**config.mk**
```make
export PLATFORM = sky130hd
export DESIGN_NAME = data_mem_access_unit_flat
export DESIGN_NICKNAME = d
export VERILOG_FILES = /design/src/rtl/data_mem_access_unit_pkg.sv /design/src/rtl/data_mem_access_unit_if.sv /design/src/rtl/data_mem_access_unit_lane_align.sv /design/src/rtl/data_mem_access_unit.sv /design/src/flat_wrapper.sv
export SDC_FILE = /design/constraint.sdc
export NUM_CORES = 1
export LEC_CHECK = 0
export CAP_MARGIN = 0
export CORE_AREA = 2 2 162 164
export DETAILED_ROUTE_END_ITERATION = 7
export DIE_AREA = 0 0 164 166
export RECOVER_POWER = 50
export SLEW_MARGIN = 30
export SYNTH_ARGS = -nofsm -noshare
export SYNTH_HDL_FRONTEND = slang
export SYNTH_HIERARCHICAL = 1
export SYNTH_SLANG_ARGS = --single-unit
```
**constraint.sdc**
```tcl
create_clock -name clk -period 2.1 [get_ports clk]
set_input_delay 0.42 -clock clk [delete_from_list [all_inputs] [get_ports clk]]
set_output_delay 0.42 -clock clk [all_outputs]
set_load 0.02 [all_outputs]
```
**src/rtl/data_mem_access_unit_pkg.sv**
```systemverilog
// Shared decoder/memory-stage definitions: access-size codes and the access FSM encoding.
package mips_pkg;
    localparam logic [1:0] DS_WORD = 2'b00;
    localparam logic [1:0] DS_BYTE = 2'b01;
    localparam logic [1:0] DS_HALF = 2'b10;

    typedef enum logic [1:0] {
        ST_IDLE = 2'b00,
        ST_RD   = 2'b01,
        ST_WR   = 2'b10,
        ST_DONE = 2'b11
    } state_e;

    // Size code 2'b11 behaves as a full word.
    function automatic logic is_word(input logic [1:0] ds);
        return (ds == DS_WORD) || (ds == 2'b11);
    endfunction

    // Lane offset with the bits below the access size cleared.
    function automatic logic [1:0] align_off(input logic [1:0] ds, input logic [1:0] a);
        if (ds == DS_BYTE) return a;
        if (ds == DS_HALF) return {a[1], 1'b0};
        return 2'b00;
    endfunction
endpackage

```
**src/rtl/data_mem_access_unit_if.sv**
```systemverilog
// Word-only data memory port: registered request from the unit, one-cycle ack from memory.
interface data_mem_access_unit_if #(parameter int ADDR_W = 30) ();
    logic              mem_req;
    logic              mem_we;
    logic [ADDR_W-1:0] mem_addr;
    logic [31:0]       mem_wdata;
    logic              mem_ack;
    logic [31:0]       mem_rdata;

    modport master (output mem_req, mem_we, mem_addr, mem_wdata,
                    input  mem_ack, mem_rdata);
    modport slave  (input  mem_req, mem_we, mem_addr, mem_wdata,
                    output mem_ack, mem_rdata);
endinterface

```
**src/rtl/data_mem_access_unit_lane_align.sv**
```systemverilog
// Combinational lane logic: load extract + sign-extend, and sub-word store merge into a read word.
module mem_lane_align
    import mips_pkg::*;
(
    input  logic [31:0] rdata_i,
    input  logic [31:0] wdata_i,
    input  logic [1:0]  size_i,
    input  logic [1:0]  off_i,
    output logic [31:0] load_o,
    output logic [31:0] merge_o
);
    logic [4:0]  sh;
    logic [7:0]  lane_b;
    logic [15:0] lane_h;

    assign sh     = {off_i, 3'b000};
    assign lane_b = 8'(rdata_i >> sh);
    assign lane_h = off_i[1] ? rdata_i[31:16] : rdata_i[15:0];

    always_comb begin
        load_o  = rdata_i;
        merge_o = wdata_i;
        case (size_i)
            DS_BYTE: begin
                load_o  = {{24{lane_b[7]}}, lane_b};
                merge_o = (rdata_i & ~(32'h0000_00FF << sh)) | ({24'd0, wdata_i[7:0]} << sh);
            end
            DS_HALF: begin
                load_o  = {{16{lane_h[15]}}, lane_h};
                merge_o = (rdata_i & ~(32'h0000_FFFF << sh)) | ({16'd0, wdata_i[15:0]} << sh);
            end
            default: ;
        endcase
    end
endmodule

```
**src/rtl/data_mem_access_unit.sv**
```systemverilog
// Memory-stage load/store responder with RMW for sub-word stores and pipeline stall.
// Optional MISALIGN_TRAP_EN: misaligned half/word accesses trap instead of being force-aligned.
module data_mem_access_unit
    import mips_pkg::*;
#(
    parameter int ADDR_W = 30
) (
    input  logic        clk,
    input  logic        rst_n,
    input  logic        Mem_Read_M,
    input  logic        Mem_Write_M,
    input  logic [1:0]  data_size_M,
    input  logic [31:0] ALU_Result_M,
    input  logic [31:0] Write_Data_M,
    output logic [31:0] Read_Data_M,
    output logic        Stall_M,
`ifdef MISALIGN_TRAP_EN
    output logic        Misalign_Exc_M,
`endif
    data_mem_access_unit_if.master mem
);
    state_e            state_q, state_d;
    logic              req_q, req_d, we_q, we_d, store_q, store_d;
    logic [ADDR_W-1:0] addr_q, addr_d;
    logic [31:0]       wdata_q, wdata_d, sdata_q, sdata_d, rdata_q, rdata_d;
    logic [1:0]        size_q, size_d, off_q, off_d;
    logic              exc_q, exc_d;
    logic [31:0]       load_val, merge_val;
    logic              misal;

`ifdef MISALIGN_TRAP_EN
    assign misal = ((data_size_M == DS_HALF) && ALU_Result_M[0]) ||
                   (is_word(data_size_M) && (ALU_Result_M[1:0] != 2'b00));
    assign Misalign_Exc_M = exc_q;
`else
    assign misal = 1'b0;
`endif

    mem_lane_align u_align (
        .rdata_i (mem.mem_rdata),
        .wdata_i (sdata_q),
        .size_i  (size_q),
        .off_i   (off_q),
        .load_o  (load_val),
        .merge_o (merge_val)
    );

    always_ff @(posedge clk) begin
        if (!rst_n) begin
            state_q <= ST_IDLE;
            req_q   <= 1'b0;
            we_q    <= 1'b0;
            store_q <= 1'b0;
            addr_q  <= '0;
            wdata_q <= '0;
            sdata_q <= '0;
            rdata_q <= '0;
            size_q  <= DS_WORD;
            off_q   <= 2'b00;
            exc_q   <= 1'b0;
        end else begin
            state_q <= state_d;
            req_q   <= req_d;
            we_q    <= we_d;
            store_q <= store_d;
            addr_q  <= addr_d;
            wdata_q <= wdata_d;
            sdata_q <= sdata_d;
            rdata_q <= rdata_d;
            size_q  <= size_d;
            off_q   <= off_d;
            exc_q   <= exc_d;
        end
    end

    always_comb begin
        state_d = state_q;
        req_d   = req_q;
        we_d    = we_q;
        store_d = store_q;
        addr_d  = addr_q;
        wdata_d = wdata_q;
        sdata_d = sdata_q;
        rdata_d = rdata_q;
        size_d  = size_q;
        off_d   = off_q;
        exc_d   = 1'b0;
        case (state_q)
            ST_IDLE: begin
                if (Mem_Write_M || Mem_Read_M) begin
                    addr_d  = ALU_Result_M[ADDR_W+1:2];
                    size_d  = data_size_M;
                    off_d   = align_off(data_size_M, ALU_Result_M[1:0]);
                    store_d = Mem_Write_M;
                    sdata_d = Write_Data_M;
                    if (misal) begin
                        state_d = ST_DONE;
                        exc_d   = 1'b1;
                    end else if (Mem_Write_M && is_word(data_size_M)) begin
                        state_d = ST_WR;
                        req_d   = 1'b1;
                        we_d    = 1'b1;
                        wdata_d = Write_Data_M;
                    end else begin
                        // Loads and sub-word stores both start with a read.
                        state_d = ST_RD;
                        req_d   = 1'b1;
                        we_d    = 1'b0;
                    end
                end
            end
            ST_RD: begin
                if (mem.mem_ack) begin
                    if (store_q) begin
                        state_d = ST_WR;
                        we_d    = 1'b1;
                        wdata_d = merge_val;
                    end else begin
                        state_d = ST_DONE;
                        req_d   = 1'b0;
                        rdata_d = load_val;
                    end
                end
            end
            ST_WR: begin
                if (mem.mem_ack) begin
                    state_d = ST_DONE;
                    req_d   = 1'b0;
                    we_d    = 1'b0;
                end
            end
            default: state_d = ST_IDLE;
        endcase
    end

    assign Stall_M       = ((state_q == ST_IDLE) && (Mem_Read_M || Mem_Write_M)) ||
                           (state_q == ST_RD) || (state_q == ST_WR);
    assign Read_Data_M   = rdata_q;
    assign mem.mem_req   = req_q;
    assign mem.mem_we    = we_q;
    assign mem.mem_addr  = addr_q;
    assign mem.mem_wdata = wdata_q;
endmodule

```
**src/flat_wrapper.sv**
```systemverilog
// flat-port wrapper written by rule: the top's interface ports become plain ports
module data_mem_access_unit_flat import mips_pkg::*;
#(
    parameter int ADDR_W = 30
)
  (clk, rst_n, Mem_Read_M, Mem_Write_M, data_size_M, ALU_Result_M, Write_Data_M, Read_Data_M, Stall_M, mem_mem_req, mem_mem_we, mem_mem_addr, mem_mem_wdata, mem_mem_ack, mem_mem_rdata);
  data_mem_access_unit_if #(.ADDR_W(ADDR_W)) mem_i ();
  input  logic clk;
  input  logic rst_n;
  input  logic Mem_Read_M;
  input  logic Mem_Write_M;
  input  logic [1:0] data_size_M;
  input  logic [31:0] ALU_Result_M;
  input  logic [31:0] Write_Data_M;
  output logic [31:0] Read_Data_M;
  output logic Stall_M;
  output wire logic [$bits(mem_i.mem_req)-1:0] mem_mem_req;
  output wire logic [$bits(mem_i.mem_we)-1:0] mem_mem_we;
  output wire logic [$bits(mem_i.mem_addr)-1:0] mem_mem_addr;
  output wire logic [$bits(mem_i.mem_wdata)-1:0] mem_mem_wdata;
  input wire logic [$bits(mem_i.mem_ack)-1:0] mem_mem_ack;
  input wire logic [$bits(mem_i.mem_rdata)-1:0] mem_mem_rdata;
  assign mem_mem_req = mem_i.mem_req;
  assign mem_mem_we = mem_i.mem_we;
  assign mem_mem_addr = mem_i.mem_addr;
  assign mem_mem_wdata = mem_i.mem_wdata;
  assign mem_i.mem_ack = mem_mem_ack;
  assign mem_i.mem_rdata = mem_mem_rdata;
  data_mem_access_unit #(.ADDR_W(ADDR_W)) u_core (.clk(clk), .rst_n(rst_n), .Mem_Read_M(Mem_Read_M), .Mem_Write_M(Mem_Write_M), .data_size_M(data_size_M), .ALU_Result_M(ALU_Result_M), .Write_Data_M(Write_Data_M), .Read_Data_M(Read_Data_M), .Stall_M(Stall_M), .mem(mem_i));
endmodule
```
==> flow_metrics.env, run 1 <==
export IMPL_ys_types=54
export IMPL_top_layer="met4"
export IMPL_r2r_end="u_core/mem.mem_wdata[21]"
export IMPL_root_buffer="clkbuf_16"
export IMPL_fin_area_um2=10980
export IMPL_dp_slack_ps=-275.9
export IMPL_worst_slack_ps=60.33
export IMPL_hold_viol=0
export IMPL_die_w_um=164
export IMPL_post_route_drc_count=0
export IMPL_crit_type="reg2out"
export IMPL_die_height_um=166
export IMPL_ir_worst_vdd_uv=1433
export IMPL_hold_buffers=0
export IMPL_cp_max_fo=3
export IMPL_cts_htree_levels=4
export IMPL_syn_to_final_growth_pct=44.86
export IMPL_fill_cells=2613
export IMPL_worstPathRequired_ps=1680
export IMPL_min_path_type="in2reg"
export IMPL_num_antenna_cells=0
export IMPL_avgSynthCellArea_um2=8.113
export IMPL_rsz0062_at_grt="true"
export IMPL_power_density_nw_per_um2=1189
export IMPL_synthCells=934
export IMPL_yosys_warnings=6
export IMPL_rows=59
export IMPL_ys_async_sr_fraction_pct=0
export IMPL_routed_via_density=4.967
export IMPL_clkLatencyLatePin_ps=430
export IMPL_outcome="complete, no violations"
export IMPL_yosysMostFrequentCell="nand2_1"
export IMPL_ff2ff_setup_slack_ps=90
export IMPL_period_share_pct=97.13
export IMPL_p_leak_nw=4.509
export IMPL_grt_total_usage_pct=19.15
export IMPL_fin_nets=1268
export IMPL_synthFlopType="dfxtp_1"
export IMPL_drive_gt1_share_pct=15.72
export IMPL_initial_core_util_pct=29.58
export IMPL_cts_tree="done"
export IMPL_ff2ff_path_depth=10
export IMPL_synth_top_area_share_pct=35.67
export IMPL_worstHoldPathCells=3
export IMPL_endpoint_kind="primary output"
export IMPL_drtAntennaViolNets=0
export IMPL_min_to="u_core/state_q[0]"
export IMPL_grt_pass1_wl_um=40370
export IMPL_syn_area_um2=7577
export IMPL_cts_path_max_buffers=2
export IMPL_wl_met2_um=12320
export IMPL_dp_cells=1465
export IMPL_io_buffers=199
export IMPL_stdcell_count=1499
export IMPL_ys_seq_area_share_pct=35.67
export IMPL_cts_made_buffers=17
export IMPL_cap_violations=0
export IMPL_die_area_um2=27220
export IMPL_synth_top_cells_by_area="dfxtp_1 36%, nand2_1 15%, mux2i_1 6.7%"
export IMPL_clkTransAtPathRegs_ps=70
export IMPL_hold_ws_ps=375.6
export IMPL_r2r_start="u_core/size_q[0]"
export IMPL_pin_count=200
export IMPL_min_period_ps=2040
export IMPL_worst_pin_slew_ps=797.6
export IMPL_start_kind="register"
export IMPL_arrival_ps=1620
export IMPL_firstDrtPassIters=5
export IMPL_wl_met3_um=1772
export IMPL_synth_seq_cells=135
export IMPL_placed_area_um2=10300
export IMPL_wl_per_cell_um=17.64
export IMPL_final_setup_skew_ps=12.22
export IMPL_grt_pass1_vias=6962
export IMPL_grt_max_degree=87
export IMPL_overflow=0
export IMPL_max_slew_margin_pct=46.83
export IMPL_final_max_slew_viol_count=0
export IMPL_wl_um=26440
export IMPL_core_um2=25620
export IMPL_synth_edf_count=0
export IMPL_hold_start="rst_n"
export IMPL_met1_length_um=12030
export IMPL_setup_violations=0
export IMPL_max_freq_mhz=490.3
export IMPL_yosysTopAreaCell="dfxtp_1"
export IMPL_clock_sinks=135
export IMPL_gp_congestion=0.9399
export IMPL_syn_nets=1051
export IMPL_synth_commonest_cells="296 x nand2_1, 135 x dfxtp_1, 67 x a21boi_0"
export IMPL_drtIter0Drc=569
export IMPL_antenna_found_initial=0
export IMPL_hpwl_um=19590
export IMPL_via_count=7445
## state kept, by name (all words and copies together), names as in the netlist
register / cells
u_core/mem.mem_addr: 30
u_core/mem.mem_we: 1
u_core/mem.mem_wdata: 32
u_core/sdata_q: 32
u_core/size_q: 2
u_core/state_q: 2
u_core/store_q: 1
u_core/off_q: 2
u_core/mem.mem_req: 1
u_core/Read_Data_M: 32
## cells in the final DEF (no fill, tap or decap), types with 7 or more instances in the layout
cell type        count
nor2b_1             11
dfxtp_1            132
nand3_1              8
mux2i_1             51
mux2_2              40
dlygate4sd3_1       63
a221o_1             13
ha_1                 8
nand2b_1             7
a21oi_2             10
a22oi_1             16
a21oi_1             23
a2bb2oi_1            7
nand2_1            295
o2bb2ai_1            9
a22o_1              15
buf_4               60
o21ai_0             27
clkdlybuf4s50_1    134
buf_12              10
inv_1               27
a21boi_1            26
a21boi_0            74
clkbuf_16           17
## metrics by stage
| stage | TNS (ps) | util [%] | power, mW |
|---|---|---|---|
| 2_1_floorplan | -5.600 | - | 7.636 |
| 3_3_place_gp | -6290 | 40.20 | 10.04 |
| 3_5_place_dp | -5721 | 40.21 | 10.11 |
| 4_1_cts | -11.52 | 42.50 | 13.17 |
| 5_1_grt | -55.52 | 42.85 | 13.87 |
| 6_report | 0 | 42.85 | 13.05 |
## area by class of cell
cell class	instances	area (µm²)	share of cell area, %
Inverter	30	116.4	1.060
Clock buffer	17	425.4	3.876
Tap cell	335	419.2	3.819
Sequential cell	135	2709	24.68
Clock inverter	15	155.1	1.413
Multi-Input combinational cell	695	4481	40.82
Timing Repair Buffer	272	2671	24.34
## worst max-delay path by stage
stage | start | endpoint | slack, ps | cells after the start
after detailed placement | Mem_Read_M | Stall_M | -280 | 4
after global placement | Mem_Read_M | Stall_M | -280 | 4
after CTS | u_core/state_q[0] | Stall_M | -10 | 5
final | u_core/state_q[1] | Stall_M | 60 | 5
after global routing | u_core/size_q[1] | u_core/mem.mem_wdata[16] | -40 | 9
after floorplan | u_core/off_q[1] | u_core/mem.mem_wdata[21] | -6 | 11
## worst max-delay path: stages (launching register included)
cell and delay (ps):
dfxtp_2 320, inv_1 90, ha_2 200, o21a_2 120, or3_4 320, buf_6 140
## per-layer routing
layer,vias to the layer above,global-route usage [%]
li1,3649,-
met1,3514,26.40
met2,253,30.42
met3,29,4.021
met4,0,4.805
met5,-,0
## cells by family after synthesis
logic type	Yosys count	synth area share (%)
AOI/OAI and AO/OA	248	24.29
DFF	135	35.67
buffers and inverters	104	6.489
adders and majority gates	14	2.312
muxes	92	12.88
and+or+nand+nor	341	18.36
## timing repair
item	in CTS	in global routing
cloned	0	0
pin swaps	0	0
setup endpoints to repair	13	59
gates resized for setup	8	24
buffers inserted	0	2
## power by group
part           switching (mW)  internal (mW)
Clock                    1.25           1.75
Combinational            3.48           2.88
Sequential              0.452           3.23
Total                    5.18           7.87
Power figures use the tool's default switching activity.
==> inputs of run 2 (changes only) <==
--- a/config.mk
+++ b/config.mk
@@ -7,6 +7,7 @@
 export LEC_CHECK = 0
 export CAP_MARGIN = 0
 export CORE_AREA = 2 2 162 164
+export CTS_CLUSTER_SIZE = 28
 export DETAILED_ROUTE_END_ITERATION = 7
 export DIE_AREA = 0 0 164 166
 export RECOVER_POWER = 50
==> results of run 2 <==
Same layout as run 1: the final DEF is identical, and so are final timing and power.
==> inputs of run 3 (changes only) <==
--- a/config.mk
+++ b/config.mk
@@ -10,8 +10,8 @@
 export CTS_CLUSTER_SIZE = 28
 export DETAILED_ROUTE_END_ITERATION = 7
 export DIE_AREA = 0 0 164 166
+export PLACE_DENSITY = 0.57
 export RECOVER_POWER = 50
-export SLEW_MARGIN = 30
 export SYNTH_ARGS = -nofsm -noshare
 export SYNTH_HDL_FRONTEND = slang
 export SYNTH_HIERARCHICAL = 1
==> flow_metrics.env, run 3 (synthesized netlist as in run 1, its figures left out) <==
export IMPL_outcome="complete, no violations"
export IMPL_antenna_found_initial=0
export IMPL_hold_buffers=0
export IMPL_setup_violations=0
export IMPL_grt_max_degree=84
export IMPL_timing_critical_path_to="Stall_M"
export IMPL_num_antenna_cells=0
export IMPL_ff2ff_path_depth=7
export IMPL_endpoint_kind="primary output"
export IMPL_cts_made_buffers=17
export IMPL_clock_sinks=135
export IMPL_power_density_nw_per_um2=1203
export IMPL_r2r_start="u_core/off_q[0]"
export IMPL_r2r_end="u_core/mem.mem_wdata[26]"
export IMPL_root_buffer="clkbuf_16"
export IMPL_wl_um=26860
export IMPL_cp_startpoint="u_core/state_q[1]"
export IMPL_final_setup_skew_ps=8.266
export IMPL_dp_slack_ps=-379.5
export IMPL_cts_tree="done"
export IMPL_arrival_ps=1660
export IMPL_io_buffers=199
export IMPL_worstHoldPathCells=2
export IMPL_core_um2=25620
export IMPL_gp_congestion=0.8950
export IMPL_die_height_um=166
export IMPL_drtAntennaViolNets=0
export IMPL_rsz0062_at_grt="true"
export IMPL_layout_common_cells="296 x nand2_1, 144 x clkdlybuf4s50_1, 132 x dfxtp_1"
export IMPL_final_common_cell="nand2_1"
export IMPL_final_max_slew_viol_count=0
export IMPL_grt_pass1_vias=6957
export IMPL_cts_path_max_buffers=2
export IMPL_cts_htree_levels=4
export IMPL_fin_nets=1267
export IMPL_cp_max_fo=3
export IMPL_min_period_ps=2083
export IMPL_start_kind="register"
export IMPL_initial_core_util_pct=29.58
export IMPL_cap_violations=0
export IMPL_crit_type="reg2out"
export IMPL_grt_total_usage_pct=19.25
export IMPL_routed_via_density=4.944
export IMPL_drive_gt1_share_pct=15.48
export IMPL_rows=59
export IMPL_ir_worst_vdd_uv=913.2
export IMPL_worst_slack_ps=17.09
export IMPL_overflow=0
export IMPL_die_w_um=164
export IMPL_max_slew_margin_pct=45.17
export IMPL_via_count=7406
export IMPL_p_leak_nw=4.469
export IMPL_max_freq_mhz=480.1
export IMPL_min_path_type="in2reg"
export IMPL_syn_to_final_growth_pct=45.03
export IMPL_grt_pass1_wl_um=40390
export IMPL_tns_ps=0
export IMPL_pin_count=200
export IMPL_die_area_um2=27220
export IMPL_ff2ff_setup_slack_ps=70
export IMPL_hpwl_um=19300
export IMPL_wl_per_cell_um=17.93
export IMPL_firstDrtPassIters=6
export IMPL_worst_pin_slew_ps=822.4
export IMPL_period_share_pct=99.19
export IMPL_hold_viol=0
export IMPL_clkLatencyLatePin_ps=430
export IMPL_finalPower_mw=13.22
export IMPL_utilization_pct=42.90
export IMPL_drtIter0Drc=631
export IMPL_worstPathRequired_ps=1680
export IMPL_post_route_drc_count=0
export IMPL_clkTransAtPathRegs_ps=60
## run 3: cell count changes in the layout (fill, tap and decap cells not counted), sizes merged
cell | previous run | this run
clkdlybuf4s50 | 134 | 144
clkinv | 8 | 6
inv | 31 | 32
bufinv | 2 | 3
dlygate4sd3 | 63 | 53
clkinvlp | 4 | 3
## run 3: cell type report
type | instances | area, µm²
Clock buffer | 18 | 439.2
Timing Repair Buffer | 271 | 2679
Tap cell | 335 | 419.2
Clock inverter | 14 | 175.2
Inverter | 30 | 112.6
Fill cell | 2617 | 14630
Multi-Input combinational cell | 695 | 4458
Sequential cell | 135 | 2706
## run 3: worst max-delay path, cell delays in order, from the launching register on
cell	delay, ps
dfxtp_1	340
inv_2	70
ha_2	190
o21a_2	150
or3_4	340
buf_6	140
## run 3: report_power, final
group          total [mW]  internal (mW)  switching, mW  leakage, nW
clock                3.13           1.91           1.22        0.293
sequential           3.69           3.23          0.464         1.11
combinational        6.40           2.89           3.50         3.07
## run 3: metal layers
layer / vias to the layer above / routed length (µm) / share of wire [%] / GRT usage, %
li1: 3640 / - / - / -
met1: 3499 / 12530 / 47 / 26.78
met2: 244 / 12270 / 46 / 30.09
met3: 23 / 1701 / 6.3 / 3.871
met4: 0 / 360 / 1.3 / 5.454
met5: - / 0 / 0 / 0
## run 3: per-stage QoR
step           cells  hold slack [ps]  instance area, µm²
6_report        1498            400.5               10990
5_1_grt         1498            411.7               10990
4_1_cts         1494            399.6               10890
3_5_place_dp    1462            447.0               10260
3_3_place_gp    1462            440.2               10260
2_1_floorplan    934            435.0                7595
## run 3: how the worst min path moves through the flow
stage                                    endpoint               startpoint
final                      u_core/mem.mem_addr[7]                    rst_n
after global routing       u_core/mem.mem_addr[7]                    rst_n
after CTS                  u_core/mem.mem_addr[7]                    rst_n
after detailed placement       u_core/mem.mem_req       u_core/mem.mem_req
after global placement    u_core/mem.mem_addr[28]  u_core/mem.mem_addr[28]
after floorplan                u_core/sdata_q[21]       u_core/sdata_q[21]
## run 3: what timing repair did
action                                 4_1_cts  5_1_grt
setup endpoints to repair                   39       48
setup buffers                                0        4
endpoints found under the hold margin        0        0
pin swaps                                    0        3
gates resized for setup                      9       30
==> variant 1 (config.mk and constraints of run 3) <==
Make the reset (`rst_n`) asynchronous in one clocked block.
--- a/src/rtl/data_mem_access_unit.sv
+++ b/src/rtl/data_mem_access_unit.sv
@@ -45,7 +45,7 @@
         .merge_o (merge_val)
     );
 
-    always_ff @(posedge clk) begin
+    always_ff @(posedge clk or negedge rst_n) begin
         if (!rst_n) begin
             state_q <= ST_IDLE;
             req_q   <= 1'b0;
Function: differs if rst_n is asserted again (counterexample within 4 cycles, from zero or initial values and one cycle with rst_n low); with rst_n held inactive, the same outputs for 4 cycles.
==> variant 1 against run 3 <==
Setup slack worse by 13 ps. First-iteration DRC count is 31% lower. Synthesized area is 0.94% lower. Sequential power is 34% higher. Total power is 49% higher. Count of clock-buffer cells in the layout is 1 lower. Die area stayed put. Clock power hardly changed. Routed wire length is 9.6% lower. Cell area is 1.0% higher. Sequential cell count stayed put. Largest cell class unchanged. Largest power group unchanged.
==> variant 1: results (changes against run 3) <==
R2R depth=8 (was 7); Post-Syn Nets=753 (was 1051); synth top area cells=dfrtp_1 45%, mux2_2 24%, mux2i_1 2.7%, ha_1 2.3%, o21ai_0 2.3% (was dfxtp_1 36%, nand2_1 15%, mux2i_1 6.7%, a21boi_0 6.6%, mux2_2 5.9%); gp weighted congestion=0.882 (was 0.895); CP peak stage delay=460 ps (was 340 ps); initial antenna violation count=0 (unchanged); hold depth=1 (was 2); Seq/Total Area, Yosys=45.0% (was 35.7%); post-synthesis async set-or-reset flop share=100% (was 0%); final net count=1008 (was 1267); synth cell count leaders=163 x mux2_2, 135 x dfrtp_1, 38 x nand2_1 (was 296 x nand2_1, 135 x dfxtp_1, 67 x a21boi_0); first-pass GRT wire length=36900 um (was 40400 um); RR Endpoint=u_core/mem.mem_wdata[21] (was u_core/mem.mem_wdata[26]); synth unique cells=49 (was 54); largest net degree at the start of global routing=46 (was 84); Hold EP=u_core/mem.mem_wdata[26] (was u_core/mem.mem_addr[7]); Post-synth top flop=dfrtp_1 (was dfxtp_1); clk root buf=clkbuf_16 (unchanged); detailed placement HPWL=18200 um (was 19300 um); crit path DAT=2400 ps (was 1660 ps); Peak VDD IR=728 uV (was 913 uV); Initial DRC Count=434 (was 631); Final Skew=7.78 ps (was 8.27 ps); routed len/inst=19.6 um (was 17.9 um); GR Util All Layers=17.8% (was 19.2%); Num CTS Buffers=17 (unchanged); critical path's top delay family=multiplexers (was flip-flops); clk slew on worst S/H paths=60 ps (about the same); Worst path slowest cell=dfrtp_2 (was dfxtp_1); port bufs=199 (unchanged); crit-path max FO=7 (was 3); Slew @ Worst Pin=835 ps (was 822 ps); Synth warnings=6 (unchanged); Worst Min Path Start=u_core/mem.mem_wdata[26] (was rst_n); routed vias=6173 (was 7406); H-tree depth=4 (unchanged); Reg2Reg Launch Point=u_core/off_q[1] (was u_core/off_q[0]); First-pass DRT Iterations=5 (was 6); vias in the first global route=6335 (was 6957); FF-to-FF setup slack=4 ps (was 70 ps); Post-Place Worst Slack=-234 ps (was -379 ps); latest clock arrival within the worst-skew pair=430 ps (about the same); fraction of layout cells with a size suffix above 1=35.1% (was 15.5%); Ant. Diodes=0 (unchanged); status=completed (unchanged); Static Leak=4.69 nW (was 4.47 nW); Longest Clk Path Bufs=2 (unchanged); worst min path class=reg -> reg (was in -> reg)
[variant 1: cell types whose count changed in the layout (fill, tap and decap cells not counted), moves of 53 or more]
cell,before,now
a21boi_0,71,0
clkdlybuf4s50_1,144,197
dfrtp_1,0,133
dfxtp_1,132,0
mux2_2,40,160
nand2_1,296,37
[variant 1: cells by family after synthesis]
logic type | after synthesis | share of synthesized area, %
AOI/OAI and AO/OA | 147 | 14.2
adders and majority gates | 14 | 2.33
muxes | 190 | 28.3
buffers and inverters | 73 | 4.93
DFF | 135 | 45.0
and+or+nand+nor | 77 | 5.22
[variant 1: through the flow]
stage	instance area (sq um)	hold slack, ps	instances	TNS, ps
5_1_grt	11100	513	1239	-874
4_1_cts	11000	463	1229	-7.50
3_5_place_dp	10300	339	1195	-10000
2_1_floorplan	7540	124	636	-541
3_3_place_gp	10300	343	1195	-9110
6_report	11100	497	1239	0
[variant 1: report_power, final]
part / total (mW) / leakage, nW / internal [mW] / switching, mW
sequential: 4.95 / 1.61 / 3.95 / 1.00
clock: 3.14 / 0.295 / 1.81 / 1.33
combinational: 11.6 / 2.79 / 6.11 / 5.49
total: 19.7 / 4.69 / 11.9 / 7.83
[variant 1: timing repair]
action	4_1_cts	5_1_grt
setup endpoints to repair	20	55
gates resized for setup	9	30
endpoints found under the hold margin	30	0
hold buffers	1	0
cloned	0	1
setup buffers	1	10
pin swaps	0	11
[variant 1: area by class of cell]
cell class / count / area (sq um)
clock buffer: 17 / 425
clock inverter: 15 / 180
fill: 2469 / 14500
inverter: 32 / 128
multi-input combinational: 428 / 3870
sequential: 135 / 3380
tap: 335 / 419
timing repair buffer: 277 / 2710
[variant 1: worst max-delay path by stage]
stage                                start                        to  slack, ps  depth (start not counted)
after floorplan            u_core/off_q[0]  u_core/mem.mem_wdata[21]       -130                         10
after global placement      data_size_M[0]  u_core/mem.mem_wdata[28]       -200                          7
after CTS                 u_core/size_q[0]  u_core/mem.mem_wdata[18]         -6                          7
after global routing       u_core/off_q[1]  u_core/mem.mem_wdata[23]        -50                          8
after detailed placement    data_size_M[0]   u_core/mem.mem_wdata[9]       -230                          7
final                      u_core/off_q[1]  u_core/mem.mem_wdata[21]          4                          8
[variant 1: metal layers]
metal | up-vias | wire [um] | global-route usage, %
met3 | 17 | 1850 | 5.39
met1 | 3051 | 10500 | 23.0
li1 | 2850 | - | -
met2 | 255 | 11700 | 29.3
met5 | - | 0 | 0
met4 | 0 | 256 | 3.43
==> variant 2 (flow settings as in run 3) <==
Made on the original files. `ADDR_W` is set to 30 in 3 places; all go to 22.
--- a/src/rtl/data_mem_access_unit_if.sv
+++ b/src/rtl/data_mem_access_unit_if.sv
@@ -1,5 +1,5 @@
 // Word-only data memory port: registered request from the unit, one-cycle ack from memory.
-interface data_mem_access_unit_if #(parameter int ADDR_W = 30) ();
+interface data_mem_access_unit_if #(parameter int ADDR_W = 22) ();
     logic              mem_req;
     logic              mem_we;
     logic [ADDR_W-1:0] mem_addr;
--- a/src/rtl/data_mem_access_unit.sv
+++ b/src/rtl/data_mem_access_unit.sv
@@ -3,7 +3,7 @@
 module data_mem_access_unit
     import mips_pkg::*;
 #(
-    parameter int ADDR_W = 30
+    parameter int ADDR_W = 22
 ) (
     input  logic        clk,
     input  logic        rst_n,
--- a/src/flat_wrapper.sv
+++ b/src/flat_wrapper.sv
@@ -1,7 +1,7 @@
 // flat-port wrapper written by rule: the top's interface ports become plain ports
 module data_mem_access_unit_flat import mips_pkg::*;
 #(
-    parameter int ADDR_W = 30
+    parameter int ADDR_W = 22
 )
   (clk, rst_n, Mem_Read_M, Mem_Write_M, data_size_M, ALU_Result_M, Write_Data_M, Read_Data_M, Stall_M, mem_mem_req, mem_mem_we, mem_mem_addr, mem_mem_wdata, mem_mem_ack, mem_mem_rdata);
   data_mem_access_unit_if #(.ADDR_W(ADDR_W)) mem_i ();
Ports: changed (resized mem_mem_addr); port bits go from 200 to 192. No check against the original RTL was run, so the function may have changed too.
==> variant 2 against run 3 <==
Setup slack gained 27 ps. Synthesized area shrank 3.9%. Routed wire length down 3.7%. Total power fell by 5.1%. Sequential cell count decreased by 8. Cell area decreased by 4.1%. Sequential share of layout area fell by 0.49 points. Critical endpoint unchanged. Largest cell class unchanged. Highest routed layer unchanged.
==> variant 2: results (changes against run 3) <==
First-pass DRT Iterations=5 (was 6); Layout fillers=2601 (was 2617); synth cell count leaders=280 x nand2_1, 127 x dfxtp_1, 92 x a21boi_1 (was 296 x nand2_1, 135 x dfxtp_1, 67 x a21boi_0); status=completed (unchanged); port bufs=183 (was 199); Post-Syn Nets=1017 (was 1051); detailed placement HPWL=19300 um (about the same); crit-path max FO=3 (unchanged); vias in the first global route=6949 (was 6957); Slew @ Worst Pin=701 ps (was 822 ps); gp weighted congestion=0.904 (was 0.895); area growth from synthesis to layout=44.7% (was 45.0%); Peak VDD IR=1380 uV (was 913 uV); worst hold slack=381 ps (was 400 ps); Ant. Diodes=0 (unchanged); Synth Area in XOR/XNOR=0% (unchanged); Longest Clk Path Bufs=2 (unchanged); Num CTS Buffers=17 (unchanged); first-pass GRT wire length=39500 um (was 40400 um); clk slew on worst S/H paths=60 ps (about the same); Static Leak=4.29 nW (was 4.47 nW); routed len/inst=17.8 um (was 17.9 um); Worst path slowest cell=or3_4 (was dfxtp_1); largest net degree at the start of global routing=59 (was 84); routed vias=7111 (was 7406); Reg2Reg Launch Point=u_core/size_q[1] (was u_core/off_q[0]); GR Util All Layers=18.8% (was 19.2%); H-tree depth=4 (unchanged); synth top area cells=dfxtp_1 35%, nand2_1 14%, a21boi_1 9.5%, mux2i_1 7.0%, mux2_2 6.2% (was dfxtp_1 36%, nand2_1 15%, mux2i_1 6.7%, a21boi_0 6.6%, mux2_2 5.9%); post-synthesis async set-or-reset flop share=0% (unchanged); final net count=1219 (was 1267); synth unique cells=53 (was 54); Post-Synth Adder-Cell Area=2.41% (was 2.31%); dpl cell area=9830 sq um (was 10300 sq um); crit path from=u_core/state_q[1] (unchanged); Post-synth top flop=dfxtp_1 (unchanged); post-synthesis compound-gate area fraction=24.5% (was 24.3%); CP peak stage delay=390 ps (was 340 ps); FF-to-FF setup slack=80 ps; Synth warnings=6 (unchanged); worst min path class=in -> reg (unchanged); Final Skew=6.52 ps (was 8.27 ps); critical path's top delay family=simple AND/OR/NAND/NOR gates (was flip-flops); latest clock arrival within the worst-skew pair=420 ps; Worst Min Path Start=rst_n (unchanged); post-synthesis mux area share=13.4% (was 12.9%); Seq/Total Area, Yosys=34.9% (was 35.7%); Initial DRC Count=559 (was 631); fraction of layout cells with a size suffix above 1=15.9% (was 15.5%); grt ovf=0 (unchanged); crit path DAT=1640 ps (was 1660 ps); clk root buf=clkbuf_16 (unchanged)
-- variant 2: timing repair --
item / CTS / global route
buffers inserted: 0 / 2
endpoints found under the setup margin: 29 / 39
pin swaps: 1 / 2
gates cloned: 0 / 1
resized for setup: 8 / 22
-- variant 2: kinds of logic (layout without fill, tap and decap cells) --
logic type,Yosys count,after routing
compound gates,240,240
fa+ha+maj,14,14
buf+inv,102,317
flops,127,127
mux,92,92
simple gates,325,325
-- variant 2: cell type report --
| type | count | share of cell area (%) |
|---|---|---|
| repair buffers | 255 | 24.1 |
| clock inverters | 10 | 1.06 |
| multi-input cells | 671 | 41.3 |
| clock buffers | 22 | 4.41 |
| well taps | 335 | 3.98 |
| inverters | 30 | 1.07 |
| flip-flops and latches | 127 | 24.1 |
-- variant 2: stage by stage --
step	utilization [%]	instances	setup slack (ps)	power, mW
after global placement	38.4	1415	-213	9.60
after global routing	41.1	1450	-31.8	13.4
after floorplan	-	900	-6.92	7.31
final	41.1	1450	43.6	12.5
after detailed placement	38.4	1415	-242	9.62
after CTS	40.7	1447	5.17	12.6
-- variant 2: power by group --
| group | internal (mW) | switching (mW) | total, mW |
|---|---|---|---|
| logic | 2.83 | 3.32 | 6.15 |
| clock network | 1.80 | 1.11 | 2.92 |
| registers | 3.04 | 0.441 | 3.48 |
-- variant 2: layer usage --
| layer | part of all wire [%] | track usage [%] |
|---|---|---|
| met5 | 0 | 0 |
| met4 | 1.4 | 3.59 |
| met3 | 7.2 | 5.27 |
| met2 | 49 | 31.9 |
| met1 | 43 | 24.0 |
-- variant 2: path summary, 6_finish.rpt --
check,end,cells past startpoint
min,u_core/mem.mem_we,2
max reg2reg,u_core/Read_Data_M[4],10
min reg2reg,u_core/Read_Data_M[10],2
max,Stall_M,5
